===== src/rtl/disp_mode_ctrl.sv =====
// Display mode / field-edit controller: walks the view and SET modes, schedules
// inc/dec commands away from the seconds carry, and feeds the selected word to hex8.
module disp_mode_ctrl #(
  parameter int unsigned CLK_HZ         = 50_000_000,
  parameter int unsigned BLINK_HZ       = 2,
  parameter int unsigned IDLE_TIMEOUT_S = 10,
  parameter logic [3:0]  BLANK_NIBBLE   = 4'hF
) (
  input  logic        Clk,
  input  logic        Reset_n,
  input  logic [3:0]  Key_P_flag,
  input  logic        Sec_Tick,
  input  logic [31:0] Clock_Data,
  input  logic [31:0] Calendar_Data,
  input  logic [31:0] Alarm_Data,
  input  logic [31:0] Timer_Data,
  output logic [2:0]  Mode,
  output logic        Edit_En,
  output logic [1:0]  Field_Sel,
  output logic        Inc_Pulse,
  output logic        Dec_Pulse,
  output logic        Timer_Run,
  output logic        Timer_Clr,
  output logic [31:0] Disp_Data
);

  localparam logic [2:0] CLOCK     = 3'd0;
  localparam logic [2:0] CLOCK_SET = 3'd1;
  localparam logic [2:0] CALENDAR  = 3'd2;
  localparam logic [2:0] CAL_SET   = 3'd3;
  localparam logic [2:0] ALARM     = 3'd4;
  localparam logic [2:0] ALARM_SET = 3'd5;
  localparam logic [2:0] TIMER     = 3'd6;

  localparam int unsigned HALF = (CLK_HZ / (2 * BLINK_HZ) > 0) ? CLK_HZ / (2 * BLINK_HZ) : 1;
  localparam int BW = (HALF > 1) ? $clog2(HALF) : 1;
  localparam logic [BW-1:0] HALF_M1 = BW'(HALF - 1);
  localparam int IW = (IDLE_TIMEOUT_S > 1) ? $clog2(IDLE_TIMEOUT_S + 1) : 1;
  localparam logic [IW-1:0] IDLE_LAST = IW'(IDLE_TIMEOUT_S - 1);

  logic [2:0]    mode_q, mode_d;
  logic          edit_en_q, edit_en_d;
  logic [1:0]    field_q, field_d;
  logic [IW-1:0] idle_q, idle_d;
  logic          pend_q, pend_d, pend_dec_q, pend_dec_d;
  logic          run_q, run_d, clr_q, clr_d;
  logic [BW-1:0] blink_cnt_q, blink_cnt_d;
  logic          phase_q, phase_d;
  logic [31:0]   disp_q, disp_d;
  logic [3:0]    key_s;
  logic          any_key_s, set_mode_s, issue_s;

  assign any_key_s  = |Key_P_flag;
  assign set_mode_s = mode_q[0] & (mode_q != 3'd7);
  // A held request goes out on the first non-tick cycle unless a mode change discards it.
  assign issue_s    = pend_q & ~Sec_Tick & ~key_s[3];

  // Only the highest-priority key of a cycle survives.
  always_comb begin
    key_s = 4'b0000;
    if (Key_P_flag[3])      key_s = 4'b1000;
    else if (Key_P_flag[2]) key_s = 4'b0100;
    else if (Key_P_flag[1]) key_s = 4'b0010;
    else if (Key_P_flag[0]) key_s = 4'b0001;
    else                    key_s = 4'b0000;
  end

  // Mode state register.
  always_ff @(posedge Clk or negedge Reset_n) begin
    if (!Reset_n) mode_q <= CLOCK;
    else          mode_q <= mode_d;
  end

  // Mode next-state: Key3 advances; idle timeout drops a SET mode back to its view mode.
  always_comb begin
    mode_d = mode_q;
    case (mode_q)
      CLOCK, CLOCK_SET, CALENDAR, CAL_SET, ALARM, ALARM_SET: begin
        if (key_s[3]) mode_d = mode_q + 3'd1;
        else if (set_mode_s && !any_key_s && Sec_Tick && (idle_q == IDLE_LAST)) mode_d = mode_q - 3'd1;
        else mode_d = mode_q;
      end
      TIMER: begin
        if (key_s[3]) mode_d = CLOCK;
        else          mode_d = TIMER;
      end
      default: mode_d = CLOCK;
    endcase
  end

  // Next values for every registered output and the edit bookkeeping.
  always_comb begin
    edit_en_d   = mode_d[0] & (mode_d != 3'd7);
    field_d     = field_q;
    idle_d      = idle_q;
    pend_d      = pend_q;
    pend_dec_d  = pend_dec_q;
    run_d       = run_q;
    clr_d       = 1'b0;
    blink_cnt_d = blink_cnt_q;
    phase_d     = phase_q;
    disp_d      = 32'h0000_0000;

    if (!edit_en_d || (mode_d != mode_q)) field_d = 2'd0;
    else if (key_s[2])                    field_d = (field_q >= 2'd2) ? 2'd0 : field_q + 2'd1;
    else                                  field_d = field_q;

    if (!edit_en_d || (mode_d != mode_q) || any_key_s) idle_d = '0;
    else if (Sec_Tick)                                 idle_d = idle_q + IW'(1);
    else                                               idle_d = idle_q;

    if (key_s[3])      pend_d = 1'b0;
    else if (pend_q)   pend_d = ~issue_s;
    else if (set_mode_s && (key_s[1] || key_s[0])) begin
      pend_d     = 1'b1;
      pend_dec_d = key_s[0];
    end else           pend_d = 1'b0;

    if (mode_q == TIMER) begin
      if (key_s[1])      run_d = ~run_q;
      else if (key_s[0]) begin
        run_d = 1'b0;
        clr_d = 1'b1;
      end else           run_d = run_q;
    end else             run_d = run_q;

    if (blink_cnt_q == HALF_M1) begin
      blink_cnt_d = '0;
      phase_d     = ~phase_q;
    end else begin
      blink_cnt_d = blink_cnt_q + BW'(1);
      phase_d     = phase_q;
    end
    if (set_mode_s && any_key_s) phase_d = 1'b0;
    else                         phase_d = phase_d;

    case (mode_q)
      CLOCK, CLOCK_SET:   disp_d = Clock_Data;
      CALENDAR, CAL_SET:  disp_d = Calendar_Data;
      ALARM, ALARM_SET:   disp_d = Alarm_Data;
      TIMER:              disp_d = Timer_Data;
      default:            disp_d = 32'h0000_0000;
    endcase
    // Point nibbles [23:20] and [11:8] stay lit while a field blinks.
    if (edit_en_q && phase_q) begin
      case (field_q)
        2'd0:    disp_d[31:24] = {BLANK_NIBBLE, BLANK_NIBBLE};
        2'd1:    disp_d[19:12] = {BLANK_NIBBLE, BLANK_NIBBLE};
        2'd2:    disp_d[7:0]   = {BLANK_NIBBLE, BLANK_NIBBLE};
        default: disp_d        = disp_d;
      endcase
    end else begin
      disp_d = disp_d;
    end
  end

  // Edit, scheduling, timer, blink and display registers.
  always_ff @(posedge Clk or negedge Reset_n) begin
    if (!Reset_n) begin
      edit_en_q   <= 1'b0;
      field_q     <= 2'd0;
      idle_q      <= '0;
      pend_q      <= 1'b0;
      pend_dec_q  <= 1'b0;
      run_q       <= 1'b0;
      clr_q       <= 1'b0;
      blink_cnt_q <= '0;
      phase_q     <= 1'b0;
      disp_q      <= 32'h0000_0000;
    end else begin
      edit_en_q   <= edit_en_d;
      field_q     <= field_d;
      idle_q      <= idle_d;
      pend_q      <= pend_d;
      pend_dec_q  <= pend_dec_d;
      run_q       <= run_d;
      clr_q       <= clr_d;
      blink_cnt_q <= blink_cnt_d;
      phase_q     <= phase_d;
      disp_q      <= disp_d;
    end
  end

  assign Mode      = mode_q;
  assign Edit_En   = edit_en_q;
  assign Field_Sel = field_q;
  assign Inc_Pulse = issue_s & ~pend_dec_q;
  assign Dec_Pulse = issue_s & pend_dec_q;
  assign Timer_Run = run_q;
  assign Timer_Clr = clr_q;
  assign Disp_Data = disp_q;

endmodule


===== config.mk =====
export PLATFORM = sky130hd
export DESIGN_NAME = disp_mode_ctrl
export DESIGN_NICKNAME = d
export VERILOG_FILES = /design/src/rtl/disp_mode_ctrl.sv
export SDC_FILE = /design/constraint.sdc
export NUM_CORES = 1
export LEC_CHECK = 0
export CORE_AREA = 2 2 87 106
export DETAILED_ROUTE_END_ITERATION = 6
export DIE_AREA = 0 0 89 108
export GPL_TIMING_DRIVEN = 0
export PLACE_DENSITY = 0.81
export SLEW_MARGIN = 20
export SYNTH_ARGS = -nofsm -noshare
export SYNTH_HDL_FRONTEND = slang
export SYNTH_SLANG_ARGS = --single-unit
export TNS_END_PERCENT = 100

===== constraint.sdc =====
create_clock -name Clk -period 3.4 [get_ports Clk]
set_input_delay 0.51 -clock Clk [delete_from_list [all_inputs] [get_ports Clk]]
set_output_delay 0.51 -clock Clk [all_outputs]
set_load 0.02 [all_outputs]

; Word level (Yosys, flattened, before mapping)
; Index checks and enable logic that the tools add are counted.
; Widths: inputs -> output; s select.
[word_totals]
output_inout_bits = 42
word_cells = 96
latchBits = 0
mem_count = 0
rom_bits = 0
ramBits = 0
reg_bits = 71
in_bits = 135
[classes]
order_cmp = 1
bitwise_logic = 13
n_eq_ne = 13
n_div = 0
n_mux = 29
shifts = 0
n_mul = 0
add_sub_neg = 5
n_reduce_logical = 24
[ops]
columns = cell, n
row1 = $pmux 32 s4, 1
row2 = $mux 32, 1
row3 = $add 24x1->24 const B, 1
row4 = $eq 24x24->1 const B, 1
row5 = $mux 24, 1
row6 = $mux 8, 3
row7 = $mux 3, 4
row8 = $mux 4, 3
row9 = $mux 1, 11
row10 = $eq 3x3->1 const B, 3
row11 = $mux 2, 4
row12 = $reduce_bool 2->1, 4
row13 = $not 1->1, 7
row14 = $and 1x1->1, 6
row15 = $eq 3x2->1 const B, 2
row16 = $logic_and 1x1->1, 6
row17 = $ne 3x3->1 const B, 2
row18 = $pmux 3 s2, 1
row19 = $reduce_or 2->1, 3
row20 = $reduce_or 6->1, 1
row21 = $add 4x1->4 const B, 1
row22 = $eq 4x4->1 const B, 1
row23 = $reduce_or 4->1, 1
row24 = $add 3x1->3 const B, 1
row25 = 13 further kinds, 16

; Longest topological paths before layout
[depth]
depth_word = 14
depth_mapped = 8
mapped_depth_nobuf = 7

; Worst setup path before layout
; OpenSTA, ideal clock, no wires.
[synth_path]
path_kind = flip-flop to flip-flop
start = reg mode_q[0] (netlist: Mode[0])
end = reg field_q[0] (netlist: Field_Sel[0])
period_less_slack_ns = 2.265
arrival_time_ns = 2.131
n_path_buf = 1
path_slack_ns = 1.135
stages_incl_launch_ff = 9
required_ns = 3.266
setup_time_ns = 0.134
cell_sequence = dfrtp_1 ha_1 ha_1 nand2b_1 clkbuf_2 o311a_1 a211o_2 a21oi_4 nor4_1
[synth_via]
elab_chain_len = 13
word_cells_on_any_way = 25
classes_between = add/sub (2) / eq/ne (9) / mux (4) / bitwise (2) / reduce/logical (8)
[synth_lines]
columns = element, line_no
row1 = "start, declared", 41  ; logic [2:0] mode_q, mode_d;
row2 = "start signal, assigned", 71  ; else mode_q <= mode_d;
row3 = $ne 3x3->1, 54  ; assign set_mode_s = mode_q[0] & (mode_q != 3'd7);
row4 = $and 1x1->1, 54
row5 = $logic_and 1x1->1 (3 in series), 80  ; else if (set_mode_s && !any_key_s && Sec_Tick && (idle_q == IDLE_LAST)) mode_d = mode_q - 3'd1;
row6 = $mux 3, 80
row7 = $mux 3, 79  ; if (key_s[3]) mode_d = mode_q + 3'd1;
row8 = $pmux 3 s2, 77  ; case (mode_q)
row9 = $ne 3x3->1, 93  ; edit_en_d = mode_d[0] & (mode_d != 3'd7);
row10 = $and 1x1->1, 93
row11 = $logic_not 1->1, 104  ; if (!edit_en_d || (mode_d != mode_q)) field_d = 2'd0;
row12 = $logic_or 1x1->1 *, 104
row13 = $mux 2 / $reduce_bool 2->1 (equally long branches), -
row14 = "end signal, assigned", 172  ; field_q <= field_d;
row15 = "end, declared", 43  ; logic [1:0] field_q, field_d;
; Every way passes the cells marked *; elsewhere a longest branch is shown, timed or not.
; A chain may end at the register's enable or synchronous reset.

; Final worst setup path
[layout_path]
start = in Key_P_flag[3]
end = out Dec_Pulse
[layout_via]
elab_chain_len = 4
[layout_lines]
columns = element, line_no
row1 = "start, declared", 11  ; input logic [3:0] Key_P_flag,
row2 = $mux 4, 61  ; if (Key_P_flag[3]) key_s = 4'b1000;
row3 = $not 1->1 (no line), -
row4 = $and 1x1->1, 56  ; assign issue_s = pend_q & ~Sec_Tick & ~key_s[3];
row5 = $and 1x1->1, 188  ; assign Dec_Pulse = issue_s & pend_dec_q;
row6 = "end, declared", 21  ; output logic Dec_Pulse,
; No other way between the ends.

==> summary.md <==
| Metric | Value |
|---|---|
| Worst skew pair latency | `350 ps` |
| Post-placement cell area | `5730 um^2` |
| YS warnings | `0` |
| Hpwl dp | `9.40 mm` |
| Max-cap violation count | `0` |
| Total die area | `9610 um^2` |
| CP arrival | `2260 ps` |
| Final GP Congestion | `0.864` |
| Worst VDD drop | `356 uV` |
| Sink Count | `71` |
| Initial core utilization | `0.446` |
| Crit path time final | `2770 ps` |
| Via count | `3749` |
| P_sw | `1.49 mW` |
| Area grow syn2layout | `56.9%` |
| Initial antenna violation count | `0` |
| Post-synth top area share | `0.468` |
| Internal | `2.43 mW` |
| Pin count of the biggest net entering global routing | `46` |
| Fraction of layout cells with a size suffix above 1 | `0.0624` |
| Leak | `2.53 nW` |
| Diode count | `0` |
| Max Fclk | `361 MHz` |
| Status | `completed` |
| Die width | `89 um` |
| Comb power frac | `0.504` |
| Fin. Hold Viols | `0` |
| Asr flop ratio synth | `1.00` |
| Worst Setup Start Kind | `primary input` |
| Synth area leaders | `dfrtp_1 47%, mux2i_1 5.5%, a22oi_1 4.7%, a221o_1 4.2%, xor2_1 3.5%` |
| Syn Nets | `514` |
| Period utilization | `0.814` |
| WP data required | `2890 ps` |
| Kind of critical path | `in -> out` |
| Slew Viols, Final | `0` |
| Fin util | `0.699` |
| GRT Total Usage | `0.249` |
| Mean number of vias per cell | `5.53` |
| Global route total overflow | `0` |
| Yosys reg bits | `71` |
| Sequential cell area fraction in the yosys report | `0.468` |
| Final setup vio count | `0` |
| Post-synth EDFFs | `0` |
| Syn Inst Count | `369` |
| CTS tree | `yes` |
| Slew headroom | `0.434` |
| Register area | `1780 um^2` |
| Clock Tree Buf Depth | `2` |
| Post-Syn Area | `3800 um^2` |
| Pwr per Cell Area | `658 nW/um^2` |
| Tightest Pin Transition | `842 ps` |
| Row Count | `37` |
| # Post-CTS Setup Buffers | `0` |
| Crit path max fanout | `10` |
| WHS | `68.6 ps` |
| DR iter-0 viols | `217` |
| Number of global-route vias before repair | `3790` |
| RSZ-0062 raised after global routing | `no` |
| Htree depth | `3` |
| Commonest non-fill, non-tap cell in the layout | `clkdlybuf4s50_1` |
| Wire length per cell | `17.7 um` |
| Routed wire length | `12.0 mm` |
| Nets | `701` |
| Setup tns final | `0 ps` |
| TritonRoute pass-1 iters | `5` |
| Post-CTS resize count | `0` |
| Synthesized area per cell | `10.3 um^2` |
| Skew final | `11.7 ps` |
| Ys flop type | `dfrtp_1` |
| Switching Fraction | `0.381` |
| DRC viols | `0` |
| Num ports | `177` |
| Overall power | `3.92 mW` |
| Cell variety after synth | `50` |
| Total CTS buffers | `9` |
| CTS Hold Bufs | `0` |
| Largest area contributor in the netlist | `dfrtp_1` |
| Crit end category | `output pin` |
| Most frequent cells in the layout | `174 x clkdlybuf4s50_1, 71 x dfrtp_1, 34 x nand2_1, 29 x nor2_1, 24 x a22oi_1` |
| Antenna Nets Post-Route | `0` |
| Worst hold-check path type | `in -> async` |
| First-pass GRT wire length | `18.4 mm` |
| Filler Cell Count | `671` |
| DIE HEIGHT | `108 um` |
| Area occupied by multi-input gates | `1910 um^2` |
| Clock-pin slew on the worst setup and hold paths | `80 ps` |
| Final instance area | `5960 um^2` |
| Port-buffer cells | `175` |
| Sequential share of power | `0.296` |
| Core box area | `8520 um^2` |
| Share of power burned in the clock network | `0.200` |
| CTS root buffer | `clkbuf_8` |
-- layer usage --
layer  GRT usage  up-vias  share of wire
met1       0.296     1825           0.38
met4      0.0949        0          0.024
met2       0.447      145           0.53
met3      0.0382       25          0.059
li1            -     1754              -
met5           0        -              0
-- cells by family after synthesis --
| kind of cell | after synthesis | synth area share |
|---|---|---|
| muxes | 21 | 0.0553 |
| xor gates and xnor gates | 22 | 0.0507 |
| adders and majority gates | 10 | 0.0329 |
| AOI/OAI and AO/OA | 89 | 0.175 |
| and+or+nand+nor | 129 | 0.188 |
| DFF | 71 | 0.468 |
| buffers and inverters | 27 | 0.0300 |
-- through the flow --
| step | setup slack [ps] | cells |
|---|---|---|
| after CTS | 642 | 678 |
| after detailed placement | 554 | 662 |
| after global routing | 527 | 678 |
| after floorplan | 1130 | 369 |
| after global placement | -606 | 661 |
| final | 632 | 678 |
-- worst paths after layout --
check,end,from,depth (start not counted),slack (ps)
setup / recovery,Dec_Pulse,Key_P_flag[3],4,630
setup reg to reg,Field_Sel[1]$_DFFE_PN0P_,Mode[1]$_DFF_PN0_,7,880
hold / removal,Disp_Data[17]$_DFF_PN0_,Reset_n,1,70
hold reg to reg,blink_cnt_q[16]$_DFF_PN0_,blink_cnt_q[16]$_DFF_PN0_,1,480
min in group Clk,blink_cnt_q[16]$_DFF_PN0_,blink_cnt_q[16]$_DFF_PN0_,1,480
max in group asynchronous,idle_q[0]$_DFFE_PN0P_,Reset_n,2,2790
-- sequential cells by signal, summed over array words and instances (netlist names) --
register / cells
Timer_Run: 1
Edit_En: 1
Disp_Data: 32
Mode: 3
pend_dec_q: 1
Field_Sel: 2
idle_q: 4
phase_q: 1
Timer_Clr: 1
pend_q: 1
blink_cnt_q: 24
-- cell type report --
type | count | area share
multi-input cells | 271 | 0.321
flip-flops and latches | 71 | 0.298
repair buffers | 176 | 0.298
clock buffers | 11 | 0.0254
well taps | 117 | 0.0246
plain buffers | 19 | 0.0141
clock inverters | 5 | 0.0134
inverters | 8 | 0.00504
-- worst max-delay path: stages --
cell	delay [ps]
clkdlybuf4s50_1	450
clkbuf_1	240
nor4bb_1	380
clkdlybuf4s50_1	670
-- Yosys cell counts (4+ instances only) --
cell	instances
a22oi_1	24
nor4_1	11
a221oi_1	8
a21oi_1	9
xnor2_1	7
dfrtp_1	71
mux2i_1	21
nand4_1	5
nor2b_1	4
a221o_1	16
nand3_1	11
and3_1	5
inv_1	8
clkbuf_1	14
o21ai_0	20
xor2_1	15
ha_1	10
nand2_1	34
nor2_1	29
-- power by group through the flow --
stage	Clock (mW)	Sequential (mW)	Combinational, mW
after floorplan	0	1.44	0.820
after global placement	0	1.17	1.93
after detailed placement	0	1.18	1.97
after CTS	0.785	1.16	1.98
after global routing	0.816	1.18	2.12
final	0.782	1.16	1.98
Note: power is estimated with default switching activity, not from simulation.
